`config.mk`:
```
export PLATFORM = sky130hd
export DESIGN_NAME = switch_conf_control_mt
export DESIGN_NICKNAME = d
export VERILOG_FILES = /design/src/rtl/switch_conf_control_mt.sv
export SDC_FILE = /design/constraint.sdc
export NUM_CORES = 1
export LEC_CHECK = 0
export ABC_AREA = 0
export ABC_CLOCK_PERIOD_IN_PS = 1800
export CAP_MARGIN = 20
export CORE_AREA = 2 2 112 114
export CTS_CLUSTER_SIZE = 10
export DETAILED_ROUTE_END_ITERATION = 8
export DIE_AREA = 0 0 114 116
export PLACE_DENSITY = 0.61
export SYNTH_ARGS = -nofsm -noshare
export SYNTH_HDL_FRONTEND = slang
export SYNTH_SLANG_ARGS = --single-unit
```
`constraint.sdc`:
```
create_clock -name clk -period 1.8 [get_ports clk]
set_input_delay 0.18 -clock clk [delete_from_list [all_inputs] [get_ports clk]]
set_output_delay 0.18 -clock clk [all_outputs]
set_load 0.01 [all_outputs]
```
`src/rtl/switch_conf_control_mt.sv`:
```
// rtl/switch_conf_control_mt.sv - multi-thread switch configuration sequencer
module switch_conf_control_mt #(
    parameter int SWITCH_NUMBER = 0,
    parameter int STAGE         = 1,
    parameter int NUM_THREADS   = 7,
    parameter int CONF_WIDTH    = 2,
    parameter int PC_WIDTH      = 1,
    parameter int BUS_WIDTH     = 64
) (
    input  logic                   clk,
    input  logic                   rst,
    input  logic                   en_pc_net,
    input  logic [BUS_WIDTH-1:0]   conf_bus_in,
    output logic [CONF_WIDTH-1:0]  swicth_conf_out,
    output logic [NUM_THREADS-1:0] thread_done,
    output logic                   conf_busy
);

    localparam int TID_W     = (NUM_THREADS > 2) ? $clog2(NUM_THREADS) : 1;
    localparam int AW        = TID_W + PC_WIDTH;
    localparam int MEM_DEPTH = NUM_THREADS << PC_WIDTH;
    localparam int NPIPE     = STAGE + 3;
    localparam int DW        = (CONF_WIDTH > PC_WIDTH) ? CONF_WIDTH : PC_WIDTH;

    localparam logic [3:0] OP_WR      = 4'd1;
    localparam logic [3:0] OP_MAX     = 4'd2;
    localparam logic [3:0] OP_LOOP    = 4'd3;
    localparam logic [3:0] OP_MODE    = 4'd4;
    localparam logic [3:0] OP_RESTART = 4'd5;

    localparam logic [TID_W-1:0] LAST_TID = TID_W'(NUM_THREADS - 1);

    logic                  cmd_valid_q, cmd_valid_d;
    logic [3:0]            cmd_op_q, cmd_op_d;
    logic [TID_W-1:0]      cmd_tid_q, cmd_tid_d;
    logic [PC_WIDTH-1:0]   cmd_addr_q, cmd_addr_d;
    logic [DW-1:0]         cmd_data_q, cmd_data_d;
    logic [TID_W-1:0]      cnt_q, cnt_d;
    logic [CONF_WIDTH-1:0] rd_q, rd_d;
    logic [CONF_WIDTH-1:0] pipe_q [NPIPE];
    logic [CONF_WIDTH-1:0] pipe_d [NPIPE];
    logic [PC_WIDTH-1:0]   pc_q   [NUM_THREADS];
    logic [PC_WIDTH-1:0]   pc_d   [NUM_THREADS];
    logic [PC_WIDTH-1:0]   max_q  [NUM_THREADS];
    logic [PC_WIDTH-1:0]   max_d  [NUM_THREADS];
    logic [PC_WIDTH-1:0]   loop_q [NUM_THREADS];
    logic [PC_WIDTH-1:0]   loop_d [NUM_THREADS];
    logic [NUM_THREADS-1:0] mode_q, mode_d;
    logic [NUM_THREADS-1:0] done_q, done_d;

    logic [CONF_WIDTH-1:0] mem [MEM_DEPTH];
    logic [AW-1:0]         rd_addr;
    logic [AW-1:0]         wr_addr;
    logic                  unused_bus;

    assign unused_bus = ^conf_bus_in;
    assign rd_addr    = {cnt_q, pc_q[cnt_q]};
    assign wr_addr    = {cmd_tid_q, cmd_addr_q};

    // Stage C: qualify and truncate the bus command
    always_comb begin
        cmd_op_d    = conf_bus_in[3:0];
        cmd_tid_d   = conf_bus_in[16 +: TID_W];
        cmd_addr_d  = conf_bus_in[24 +: PC_WIDTH];
        cmd_data_d  = conf_bus_in[40 +: DW];
        cmd_valid_d = (cmd_op_d >= OP_WR) && (cmd_op_d <= OP_RESTART)
                   && (conf_bus_in[15:4] == 12'(SWITCH_NUMBER))
                   && ((32'(conf_bus_in[23:16]) < 32'(NUM_THREADS)) || (cmd_op_d == OP_RESTART));
    end

    always_comb begin
        cnt_d = cnt_q;
        rd_d  = rd_q;
        for (int k = 0; k < NPIPE; k++) pipe_d[k] = pipe_q[k];
        if (en_pc_net) begin
            cnt_d     = (cnt_q == LAST_TID) ? '0 : cnt_q + TID_W'(1);
            rd_d      = mem[rd_addr];
            pipe_d[0] = rd_q;
            for (int k = 1; k < NPIPE; k++) pipe_d[k] = pipe_q[k-1];
        end
    end

    // Command effects are applied after the PC advance so they take priority
    always_comb begin
        mode_d = mode_q;
        done_d = done_q;
        for (int i = 0; i < NUM_THREADS; i++) begin
            pc_d[i]   = pc_q[i];
            max_d[i]  = max_q[i];
            loop_d[i] = loop_q[i];
            if (en_pc_net && (cnt_q == TID_W'(i))) begin
                if (pc_q[i] != max_q[i]) begin
                    pc_d[i] = pc_q[i] + PC_WIDTH'(1);
                end else if (!mode_q[i]) begin
                    pc_d[i] = loop_q[i];
                end else begin
                    done_d[i] = 1'b1;
                end
            end
            if (cmd_valid_q) begin
                if (cmd_op_q == OP_RESTART) begin
                    pc_d[i]   = '0;
                    done_d[i] = 1'b0;
                end else if ((cmd_tid_q == TID_W'(i)) && (cmd_op_q != OP_WR)) begin
                    pc_d[i]   = '0;
                    done_d[i] = 1'b0;
                    if (cmd_op_q == OP_MAX)  max_d[i]  = cmd_data_q[PC_WIDTH-1:0];
                    if (cmd_op_q == OP_LOOP) loop_d[i] = cmd_data_q[PC_WIDTH-1:0];
                    if (cmd_op_q == OP_MODE) mode_d[i] = cmd_data_q[0];
                end
            end
        end
    end

    always_ff @(posedge clk) begin
        if (cmd_valid_q && (cmd_op_q == OP_WR)) begin
            mem[wr_addr] <= cmd_data_q[CONF_WIDTH-1:0];
        end
    end

    always_ff @(posedge clk or negedge rst) begin
        if (!rst) begin
            cmd_valid_q <= 1'b0;
            cmd_op_q    <= '0;
            cmd_tid_q   <= '0;
            cmd_addr_q  <= '0;
            cmd_data_q  <= '0;
            cnt_q       <= '0;
            rd_q        <= '0;
            mode_q      <= '0;
            done_q      <= '0;
            for (int k = 0; k < NPIPE; k++) pipe_q[k] <= '0;
            for (int i = 0; i < NUM_THREADS; i++) begin
                pc_q[i]   <= '0;
                max_q[i]  <= '0;
                loop_q[i] <= '0;
            end
        end else begin
            cmd_valid_q <= cmd_valid_d;
            cmd_op_q    <= cmd_op_d;
            cmd_tid_q   <= cmd_tid_d;
            cmd_addr_q  <= cmd_addr_d;
            cmd_data_q  <= cmd_data_d;
            cnt_q       <= cnt_d;
            rd_q        <= rd_d;
            mode_q      <= mode_d;
            done_q      <= done_d;
            for (int k = 0; k < NPIPE; k++) pipe_q[k] <= pipe_d[k];
            for (int i = 0; i < NUM_THREADS; i++) begin
                pc_q[i]   <= pc_d[i];
                max_q[i]  <= max_d[i];
                loop_q[i] <= loop_d[i];
            end
        end
    end

    assign swicth_conf_out = pipe_q[NPIPE-1];
    assign thread_done     = done_q;
    assign conf_busy       = cmd_valid_q;

endmodule

```
==> flow_summary.yaml, run 1 <==
synthesis:
  synth_common_cells: "59 x dfrtp_1, 38 x nor2_1, 28 x edfxtp_1"
  yosysMostFrequentCell: "dfrtp_1"
  async_flop_share_pct: 67.8
  synth_edf_count: 28
  yosys_warnings: 0
  synth_area_leaders: "dfrtp_1 37%, edfxtp_1 21%, mux2_2 6.5%"
  syn_avg_cell_area_um2: 11.6
  synth_area_mm2: 0.00399
  synth_nets: 411
  synth_ff_type: "dfrtp_1"
  ys_ff_latch: 87
  synth_top_area_share_pct: 37.0
  postSynthCellCount: 343
  yosysSeqAreaShare_pct: 58.1
  synth_top_area_cell: "dfrtp_1"
  synth_cell_type_count: 47
place:
  gp_congestion: 0.752
  hpwl_um: 5660
  numPortBuffers: 39
  dpl_cell_area_mm2: 0.00461
clock_network:
  clk_path_buf_depth: 2
  clk_latency_ns: 0.34
  clk_pin_slew_ns: 0.07
  clockRootBuffer: "clkbuf_16"
  cts_tree: "built"
  cts.sinks: 87
  cts_made_buffers: 9
  htreeDepth: 3
power_and_ir_drop:
  comb_power_share_pct: 17.2
  p_sw_mw: 1.36
  power.density_mw_per_mm2: 1010
  power_mw: 4.96
  max-vdd-ir-drop_mv: 0.425
  p_seq_share_pct: 46.8
  pwr-share-clk_pct: 36.0
  power_leakage_nw: 2.01
  p_int_mw: 3.59
  p_sw_share_pct: 27.5
floorplan:
  row_count: 40
  start_util_pct: 33.5
  die_area_mm2: 0.0132
  die_y_um: 116
  core_area_mm2: 0.0119
  pin_count: 77
  die_x_um: 114
cells_and_area:
  diodes: 0
  fin_util_pct: 41.4
  syn2layout_area_growth_pct: 23.4
  finalNetCount: 463
  drive_above_1_share_pct: 17.5
  fill_cells: 1139
  final_cell_area_mm2: 0.00493
critical_path:
  crit_chain: "nor4b_4, nand3b_1, buf_4, nor2_1"
  crit_fanout: 7
  crit_path_start_kind: "flop"
  end_kind: "flop"
  crit_type: "reg2reg"
  critPathRequiredTime_ns: 1.83
  slowest_delay_ns: 0.45
  timing.critical_path.arrival_ns: 1.70
  crit_slowest_cell: "nor4b_4"
hold_path:
  hold_class: "in2reg"
detailed_routing:
  drt_first_pass_iters: 6
  num_vias: 2736
  vias_per_cell: 5.00
  wl_per_cell_um: 14.7
  wl_um: 8020
  ant_nets: 0
  drt_iter0_markers: 191
  drcViolationCount: 0
outcome:
  status: "completed"
sta:
  clock_skew_ns: 0.00602
  hold_slack_ns: 0.287
  setup-tns-final_ns: 0
  period_share_pct: 92.7
  rsz0062_at_grt: "false"
  period_minus_slack_ns: 1.67
  max_freq_ghz: 0.599
  slew_viol_final: 0
  slew_headroom_pct: 73.6
  setup_viol: 0
  worst_slew_pin_slew_ns: 0.395
  hold_viol_final: 0
global_routing:
  grt_pass1_wl_um: 13600
  grt-ovfl-total: 0
  antenna_found_initial: 0
  grt_max_degree: 60
  grt_usage_pct: 13.3
  grt_pass1_vias: 2720
job:
  max_cap_viol_count: 0
[cell families (layout without fill, tap and decap cells)]
group	Yosys count	after routing	share of synthesized area, %
DFF	87	87	58.1
buffers and inverters	28	85	3.48
xor gates and xnor gates	7	7	1.54
AOI/OAI and AO/OA	64	64	10.8
adders and majority gates	1	1	0.313
and+or+nand+nor	112	112	13.9
muxes	44	44	11.9
[cell type report]
class	instances	area [µm²]	share of cell area, %
repair buffers	57	548	11.1
well taps	147	184	3.73
clock inverters	7	63.8	1.30
flip-flops and latches	87	2320	47.1
clock buffers	9	225	4.57
inverters	12	45.0	0.914
multi-input cells	228	1540	31.3
[worst max-delay path, delay by kind of cell (launching register included)]
family	cells	cell delay (ns)
buffers and inverters	1	0.18
flip-flops	1	0.42
AND/OR/NAND/NOR	3	0.77
[per-layer routing]
metal	GRT usage, %	share of wire (%)	up-vias
li1	-	-	1345
met1	16.9	45	1305
met2	21.8	48	76
met3	3.14	5.7	10
met4	5.53	1.6	0
met5	0	0	-
[metrics by stage]
stage,setup slack [ns],std cells
CTS,0.0198,546
finish,0.131,547
floorplan,0.154,343
detailed placement,0.0221,529
global route,0.00727,547
global placement,0.0391,529
[power by group through the flow]
stage | clock (mW) | sequential [mW] | combinational [mW]
2_1_floorplan | 0 | 2.30 | 0.604
3_3_place_gp | 0 | 2.35 | 0.832
3_5_place_dp | 0 | 2.36 | 0.858
4_1_cts | 1.83 | 2.32 | 0.862
5_1_grt | 1.91 | 2.35 | 0.954
6_report | 1.78 | 2.32 | 0.853
[final timing paths]
kind / depth (start not counted) / start / slack [ns] / to
min reg2reg: 1 / pipe_q[3] / 0.51 / pipe_q[3]
max reg2reg: 4 / cmd_op_q[1] / 0.13 / mem[8][1]
min in group asynchronous: 3 / rst / 0.37 / swicth_conf_out[0]
max in group asynchronous: 3 / rst / 1.14 / thread_done[6]
max: 4 / cmd_op_q[1] / 0.13 / mem[8][1]
min: 1 / conf_bus_in[24] / 0.29 / cmd_addr_q
[timing repair]
| action | in CTS | in global routing |
|---|---|---|
| setup buffers | 0 | 1 |
| resized for setup | 0 | 3 |
| hold endpoints to repair | 59 | 0 |
| setup endpoints to repair | 0 | 29 |
| hold buffers | 1 | 0 |
[flip-flops by register name, summed over array words and instances (netlist names), 2 cells and up]
signal and flops:
cmd_tid_q 3, mode_q 7, rd_q 2, cmd_data_q 2
max_q 7, loop_q 7, swicth_conf_out 2, pc_q 7
pipe_q 6, cnt_q 3, cmd_op_q 4, thread_done 7
mem 28
[layout by cell type (no fill, tap or decap), drive strengths merged, types with 2 or more instances in the layout]
cell and count:
a21o 3, a21oi 14, a311oi 4, a31oi 3, a41oi 3, buf 18
clkbuf 9, clkdlybuf4s50 38, clkinvlp 2, dfrtp 59, edfxtp 28, inv 16
mux2 26, mux2i 18, nand2 26, nand2b 3, nand3 5, nand3b 4
nor2 39, nor2b 4, nor3 19, o21a 7, o21ai 19, o221ai 3
o22ai 4, or3b 2, or4 2, xnor2 6
Note: power is estimated with default switching activity, not from simulation.
==> run 2, diff against run 1 <==
--- a/config.mk
+++ b/config.mk
@@ -13,6 +13,7 @@
 export DETAILED_ROUTE_END_ITERATION = 8
 export DIE_AREA = 0 0 114 116
 export PLACE_DENSITY = 0.61
+export REMOVE_ABC_BUFFERS = 1
 export SYNTH_ARGS = -nofsm -noshare
 export SYNTH_HDL_FRONTEND = slang
 export SYNTH_SLANG_ARGS = --single-unit
==> run 2 against run 1 <==
Effect of this change:
- critical path depth grew 1
- global-route usage grew 0.34 points
- total power grew 3.8%
- clock-buffer cell count grew 2
- utilization grew 0.61 points
==> flow_summary.yaml, run 2 (same netlist as run 1, synthesis figures left out) <==
clock_network:
  clk_latency_ns: 0.34
  cts_tree: "built"
  cts_made_buffers: 9
  cts.sinks: 87
  clockRootBuffer: "clkbuf_16"
  clk_path_buf_depth: 2
  htreeDepth: 3
  clk_pin_slew_ns: 0.06
power_and_ir_drop:
  power_leakage_nw: 2.06
  power_mw: 5.15
  max-vdd-ir-drop_mv: 0.409
  power.density_mw_per_mm2: 1030
global_routing:
  grt_max_degree: 60
  grt_usage_pct: 13.6
  grt-ovfl-total: 0
  grt_pass1_wl_um: 13700
  grt_pass1_vias: 2758
  antenna_found_initial: 0
sta:
  period_share_pct: 95.5
  slew_viol_final: 0
  period_minus_slack_ns: 1.72
  rsz0062_at_grt: "true"
  setup_ws_ns: 0.0813
  hold_slack_ns: 0.270
  setup-tns-final_ns: 0
  hold_viol_final: 0
  max_freq_ghz: 0.582
  slew_headroom_pct: 72.9
  setup_viol: 0
  worst_slew_pin_slew_ns: 0.406
  clock_skew_ns: 0.00660
floorplan:
  die_y_um: 116
  die_area_mm2: 0.0132
  core_area_mm2: 0.0119
  pin_count: 77
  start_util_pct: 33.5
  die_x_um: 114
  row_count: 40
critical_path:
  crit_path_start_kind: "flop"
  critPathRequiredTime_ns: 2.02
  timing.critical_path.arrival_ns: 1.94
  crit_fanout: 15
  end_kind: "flop"
  crit_type: "reg2reg"
cells_and_area:
  final_common_cell: "dfrtp_1"
  syn2layout_area_growth_pct: 25.3
  fill_cells: 1115
  largest_reg_flops: 28
  fin_util_pct: 42.0
  diodes: 0
  top_register: "mem"
  register_area_mm2: 0.00232
  final_cell_mix: "58 x dfrtp_1, 38 x nor2_1, 38 x clkdlybuf4s50_1, 28 x edfxtp_1, 26 x nand2_1"
  multi_input_area_mm2: 0.00155
  finalNetCount: 470
  drive_above_1_share_pct: 19.2
detailed_routing:
  num_vias: 2768
  drcViolationCount: 0
  ant_nets: 0
  drt_iter0_markers: 183
  drt_first_pass_iters: 4
  wl_per_cell_um: 15.1
  wl_um: 8340
  vias_per_cell: 5.00
place:
  gp_congestion: 0.756
  numPortBuffers: 39
  hpwl_um: 6010
  dpl_worst_slack_ns: -0.0118
outcome:
  status: "completed"
job:
  max_cap_viol_count: 0
hold_path:
  hold_class: "in2reg"
-- run 2: cell count changes in the layout (fill, tap and decap cells not counted) --
cell / change
inv_6: -1
buf_12: -1
clkbuf_8: +2
inv_8: -2
clkinvlp_4: -1
clkinv_4: +1
nor3_1: -1
bufinv_16: +1
nor3_2: +1
buf_4: +8
-- run 2: final timing paths --
check / start / end / slack [ns] / cells past startpoint
setup / recovery: cmd_op_q[1] / loop_q[3] / 0.08 / 5
hold / removal: conf_bus_in[40] / cmd_data_q[0] / 0.27 / 1
setup reg to reg: cmd_op_q[1] / loop_q[3] / 0.08 / 5
hold reg to reg: pipe_q[4] / pipe_q[4] / 0.50 / 1
max in group asynchronous: rst / cnt_q[2] / 1.15 / 3
min in group asynchronous: rst / cmd_data_q[0] / 0.36 / 3
-- run 2: critical path, cell delays in order (launching register included) --
cell and delay [ns]:
dfrtp_1 0.42, nor4b_4 0.40, buf_4 0.29, nor2_1 0.09
nand2_1 0.07, mux2_2 0.34
-- run 2: stage by stage --
step	cell area, µm²	instances
final	5000	554
after global routing	5000	554
after CTS	4990	554
after detailed placement	4660	537
after global placement	4660	537
after floorplan	3900	327
-- run 2: area by class of cell --
class	count	area share [%]
clock inverters	5	1.28
repair buffers	64	11.8
well taps	147	3.68
inverters	12	0.901
multi-input cells	228	31.0
flip-flops and latches	87	46.4
clock buffers	11	5.06
-- run 2: what timing repair did --
action | in CTS | in global routing
gates resized for setup | 0 | 4
hold buffers | 1 | 0
hold endpoints to repair | 59 | 0
buffers inserted | 0 | 0
endpoints found under the setup margin | 0 | 5
-- run 2: routing by layer --
| metal | GRT usage (%) | wire [µm] |
|---|---|---|
| met2 | 22.4 | 4050 |
| met3 | 2.93 | 361 |
| met1 | 17.4 | 3800 |
| met5 | 0 | 0 |
| met4 | 5.85 | 130 |
-- run 2: where the power goes --
part | switching [mW] | leakage (nW) | internal, mW
clock network | 0.776 | 0.152 | 1.16
logic | 0.423 | 0.873 | 0.460
registers | 0.135 | 1.03 | 2.19
